<file path="config.mk">
export PLATFORM = sky130hd
export DESIGN_NAME = imem_loadable
export DESIGN_NICKNAME = d
export VERILOG_FILES = /design/src/rtl/imem_loadable.sv
export SDC_FILE = /design/constraint.sdc
export NUM_CORES = 2
export LEC_CHECK = 0
export CORE_AREA = 5 5 385 387
export DETAILED_ROUTE_END_ITERATION = 12
export DIE_AREA = 0 0 390 392
export GPL_TIMING_DRIVEN = 1
export PLACE_DENSITY = 0.77
export SYNTH_ARGS = -nofsm -noshare
export SYNTH_HDL_FRONTEND = slang
export SYNTH_SLANG_ARGS = --single-unit
export TNS_END_PERCENT = 50
</file>
<file path="constraint.sdc">
create_clock -name CLK -period 6 [get_ports CLK]
set_input_delay 1.2 -clock CLK [delete_from_list [all_inputs] [get_ports CLK]]
set_output_delay 1.2 -clock CLK [all_outputs]
set_load 0.03 [all_outputs]
</file>
<file path="src/rtl/imem_loadable.sv">
// Loadable instruction memory: hardware clear after reset, streaming valid/ready
// program load, and a registered byte-addressed fetch port with misalign flag.
module imem_loadable #(
  parameter int DATA_W = 16,
  parameter int ADDR_W = 8,
  parameter int DEPTH  = 128
) (
  input  logic              CLK,
  input  logic              RESET_N,
  input  logic [ADDR_W-1:0] ADDR,
  input  logic              RD_EN,
  output logic [DATA_W-1:0] Q,
  output logic              Q_VALID,
  output logic              MISALIGN,
  output logic              BUSY,
  input  logic              LD_START,
  input  logic              LD_VALID,
  input  logic [DATA_W-1:0] LD_DATA,
  input  logic              LD_LAST,
  output logic              LD_READY,
  output logic              LD_DONE,
  output logic [ADDR_W-1:0] LD_COUNT
);

  localparam int unsigned OFF   = $clog2(DATA_W / 8);
  localparam int unsigned IDX_W = (DEPTH > 1) ? $clog2(DEPTH) : 1;
  localparam logic [IDX_W-1:0]  LAST_IDX = IDX_W'(DEPTH - 1);
  localparam logic [ADDR_W-1:0] DEPTH_A  = ADDR_W'(DEPTH);

  typedef enum logic [1:0] {
    S_CLEAR = 2'd0,
    S_RUN   = 2'd1,
    S_LOAD  = 2'd2
  } state_t;

  state_t              state_q, state_d;
  logic [IDX_W-1:0]    ptr_q, ptr_d;
  logic [DATA_W-1:0]   q_q, q_d;
  logic                q_valid_q, q_valid_d;
  logic                misalign_q, misalign_d;
  logic                busy_q, busy_d;
  logic                ld_ready_q, ld_ready_d;
  logic                ld_done_q, ld_done_d;
  logic [ADDR_W-1:0]   ld_count_q, ld_count_d;

  logic [DATA_W-1:0]   mem_q [DEPTH];
  logic                mem_we;
  logic [IDX_W-1:0]    mem_waddr;
  logic [DATA_W-1:0]   mem_wdata;
  logic [ADDR_W-1:0]   rd_idx;
  logic                rd_fire;

  assign rd_idx  = ADDR >> OFF;
  assign rd_fire = (state_q == S_RUN) && RD_EN;

  always_comb begin
    state_d    = state_q;
    ptr_d      = ptr_q;
    q_d        = q_q;
    q_valid_d  = rd_fire;
    misalign_d = rd_fire && (|ADDR[OFF-1:0]);
    ld_done_d  = 1'b0;
    ld_count_d = ld_count_q;
    mem_we     = 1'b0;
    mem_waddr  = ptr_q;
    mem_wdata  = LD_DATA;

    // Out-of-range fetches still complete, returning zero.
    if (rd_fire) begin
      q_d = (rd_idx >= DEPTH_A) ? '0 : mem_q[rd_idx[IDX_W-1:0]];
    end else begin
      q_d = q_q;
    end

    case (state_q)
      S_CLEAR: begin
        mem_we    = 1'b1;
        mem_wdata = '0;
        ptr_d     = ptr_q + IDX_W'(1);
        if (ptr_q == LAST_IDX) begin
          state_d = S_RUN;
          ptr_d   = '0;
        end else begin
          state_d = S_CLEAR;
        end
      end
      S_RUN: begin
        if (LD_START) begin
          state_d    = S_LOAD;
          ptr_d      = '0;
          ld_count_d = '0;
        end else begin
          state_d = S_RUN;
        end
      end
      S_LOAD: begin
        if (LD_VALID) begin
          mem_we     = 1'b1;
          ptr_d      = ptr_q + IDX_W'(1);
          ld_count_d = ld_count_q + ADDR_W'(1);
          // The top word ends the load even without LD_LAST.
          if (LD_LAST || (ptr_q == LAST_IDX)) begin
            state_d   = S_RUN;
            ld_done_d = 1'b1;
            ptr_d     = '0;
          end else begin
            state_d = S_LOAD;
          end
        end else begin
          state_d = S_LOAD;
        end
      end
      default: begin
        state_d = S_CLEAR;
        ptr_d   = '0;
      end
    endcase

    busy_d     = (state_d != S_RUN);
    ld_ready_d = (state_d == S_LOAD);
  end

  always_ff @(posedge CLK or negedge RESET_N) begin
    if (!RESET_N) begin
      state_q    <= S_CLEAR;
      ptr_q      <= '0;
      q_q        <= '0;
      q_valid_q  <= 1'b0;
      misalign_q <= 1'b0;
      busy_q     <= 1'b1;
      ld_ready_q <= 1'b0;
      ld_done_q  <= 1'b0;
      ld_count_q <= '0;
    end else begin
      state_q    <= state_d;
      ptr_q      <= ptr_d;
      q_q        <= q_d;
      q_valid_q  <= q_valid_d;
      misalign_q <= misalign_d;
      busy_q     <= busy_d;
      ld_ready_q <= ld_ready_d;
      ld_done_q  <= ld_done_d;
      ld_count_q <= ld_count_d;
    end
  end

  // Storage has no reset; the CLEAR sweep zeroes it instead.
  always_ff @(posedge CLK) begin
    if (mem_we) begin
      mem_q[mem_waddr] <= mem_wdata;
    end
  end

  assign Q        = q_q;
  assign Q_VALID  = q_valid_q;
  assign MISALIGN = misalign_q;
  assign BUSY     = busy_q;
  assign LD_READY = ld_ready_q;
  assign LD_DONE  = ld_done_q;
  assign LD_COUNT = ld_count_q;

endmodule

</file>
==> impl_metrics.ini <==
[route]
drt-initial-drc-count = 5957
antenna_left = 0
drt_wl_total_mm = 200
via_count = 41800
first_pass_iters = 6
drc = 0
viasPerCell = 6.61
routedWlPerCell_um = 31.7

[power]
p_per_area_nw_per_um2 = 315
power_mw = 28.7
power_leakage_nw = 28.3
irDropWorstVdd_uv = 348

[clock_network]
cts_num_sinks = 2086
cts_max_level = 4
tritoncts = done
post_cts_resized = 0
cts_root_buffer = clkbuf_16
postCtsSetupBuffers = 0
clock_latency_ns = 0.82
clock_path_buffers = 3
cts_buffers = 195
postCtsHoldBufs = 0
clkTransAtPathRegs_ns = 0.06

[place]
hpwl_mm = 117
port_buffers = 58
place.gp.congestion = 0.927

[yosys]
synth.cell_area_um2 = 81800
synth-edff-count = 2048
ys_ff_latch = 2086
synth_flop_cell = edfxtp_1
ys_seq_area_frac = 0.763
avgSynthCellArea_um2 = 20.4
synth_compound_area_frac = 0.0353
syn_inst = 4001
synthSimpleGateAreaFrac = 0.0260
synthAdderAreaFrac = 0.000306
synth_top_family_by_area = multiplexers
synth_xor_area_frac = 0.000642
synthArstFlopShare = 0.0182
synth.area.mux_share = 0.152
yosysWarnings = 0
yosys-top-cells-area = edfxtp_1 75%, mux4_2 9.1%, mux2i_1 5.0%, dfrtp_1 1.1%, nor2_1 0.93%
synth_area_leader_cell = edfxtp_1
synthesis.nets = 4033
yosys.area.top_type_share = 0.752
ys_types = 66

[worst_setup_path]
crit_arrival_ns = 5.29
worstSetupEndpointType = flip-flop
startpoint_type = flip-flop
worstPathRequired_ns = 6.71
crit_type = reg -> reg
worst-path-max-fanout = 17

[grt]
grt_pass1_vias = 41800
grt_util_all_layers = 0.262
grt_max_degree = 129
grt_first_pass_wirelength_mm = 290
grt.overflow.total = 0
antenna_found_initial = 4

[timing]
drv_slew = 0
holdWs_ns = 0.539
finalHoldViolCount = 0
final-setup-viol-count = 0
worstMarginPinSlew_ns = 1.37
timing.fmax_mhz = 219
rsz0062_at_grt = false
relSlewSlack = 0.0643
fin_crit_sh = 0.762
finClkSkew_ns = 0.0374
fin_crit_ns = 4.57
setup_tns_ns = 0

[layout]
layout-drive-gt1-share = 0.205
syn2layout_area_growth_pct = 11.5
final_nets = 4264
final_cell_mix = 2048 x edfxtp_1, 412 x mux2i_1, 331 x mux4_2
final_common_cell = edfxtp_1

[outcome]
status = finished, final reports clean

[floorplanning]
coreArea_um2 = 145000
row_count = 140
die_w_um = 390
start_util = 0.566
ioPinCount = 59
dieArea_um2 = 153000
die_h_um = 392

[run]
maxCapViolCount = 0

[min_path]
hold_class = in -> async
[final timing paths]
check / start / endpoint / slack [ns] / depth (start not counted)
worst max register to register: state_q[0] / Q[8] / 1.43 / 7
max in group asynchronous: RESET_N / MISALIGN / 4.97 / 2
min in group CLK: LD_COUNT[7] / LD_COUNT[7] / 0.56 / 2
worst min-delay path: RESET_N / state_q[0] / 0.54 / 2
worst max-delay path: state_q[0] / Q[8] / 1.43 / 7
worst min register to register: LD_COUNT[7] / LD_COUNT[7] / 0.56 / 2
[Yosys cell counts, types with 9 or more instances]
master	instances
nand2b_1	11
a21oi_1	60
nor2_1	203
o211ai_1	9
buf_2	36
buf_12	11
o21ai_0	46
nand2_1	71
buf_6	49
buf_8	12
a221oi_1	19
dfrtp_1	37
clkbuf_1	69
buf_1	10
nor3_1	34
mux4_1	19
mux2_2	33
o221ai_1	11
o21ai_1	12
edfxtp_1	2048
nor2b_1	65
buf_4	42
o31ai_1	17
o22ai_1	80
o32ai_1	17
mux2i_1	412
a22oi_1	34
o41ai_1	16
nand3_1	26
mux4_2	331
a211oi_1	52
and3_1	12
[layer usage]
layer	share of wire	vias up	wire (µm)	track usage
met5	0.00010	-	20	0
met4	0.043	2	8540	0.104
met3	0.12	464	24000	0.0624
met2	0.48	2772	95100	0.411
met1	0.36	21500	72500	0.363
li1	-	17000	-	-
[flip-flops by register name, indices dropped and copies added, names as in the netlist]
| register | count |
|---|---|
| mem_waddr | 7 |
| mem_q | 2048 |
| Q_VALID | 1 |
| state_q | 2 |
| Q | 16 |
| BUSY | 1 |
| LD_COUNT | 8 |
| LD_READY | 1 |
| MISALIGN | 1 |
| LD_DONE | 1 |
[worst max-delay path: stages, from the launching register on]
cell and delay, ns:
dfrtp_1 0.78, nor2b_1 0.98, nand2_1 0.19, clkinv_1 0.41, nand2_1 0.45, a2111oi_0 1.27
a22oi_1 0.23, o31ai_1 0.16
[where the power goes]
part,internal (mW),switching (mW)
clock,6.70,5.31
combinational,0.367,0.576
sequential,15.7,0
total,22.8,5.89
[logic make-up (layout without fill, tap and decap cells)]
| group | Yosys count | count (layout) |
|---|---|---|
| DFF | 2086 | 2086 |
| muxes | 795 | 795 |
| and+or+nand+nor | 456 | 456 |
| AOI/OAI and AO/OA | 415 | 415 |
| buffers and inverters | 241 | 636 |
| xor gates and xnor gates | 6 | 6 |
| adders and majority gates | 2 | 2 |
| other | 0 | 2 |
[per-stage QoR]
stage | worst slack, ns | util | instance area (µm²) | std cells
floorplan | 0.862 | - | 81800 | 4001
global placement | 1.40 | 0.588 | 85000 | 5952
detailed placement | 1.23 | 0.588 | 85000 | 5952
CTS | 1.71 | 0.631 | 91200 | 6313
global route | 1.43 | 0.631 | 91200 | 6314
finish | 1.43 | 0.631 | 91200 | 6315
[layout make-up]
cell class	count	area [µm²]
repair buffers	271	2440
clock inverters	120	1100
well taps	1917	2400
multi-input cells	1674	17700
inverters	4	15.0
diodes	2	5.00
flip-flops and latches	2086	62500
fillers	9325	53300
clock buffers	241	5130
No activity file was read; power rests on OpenSTA's default activity.
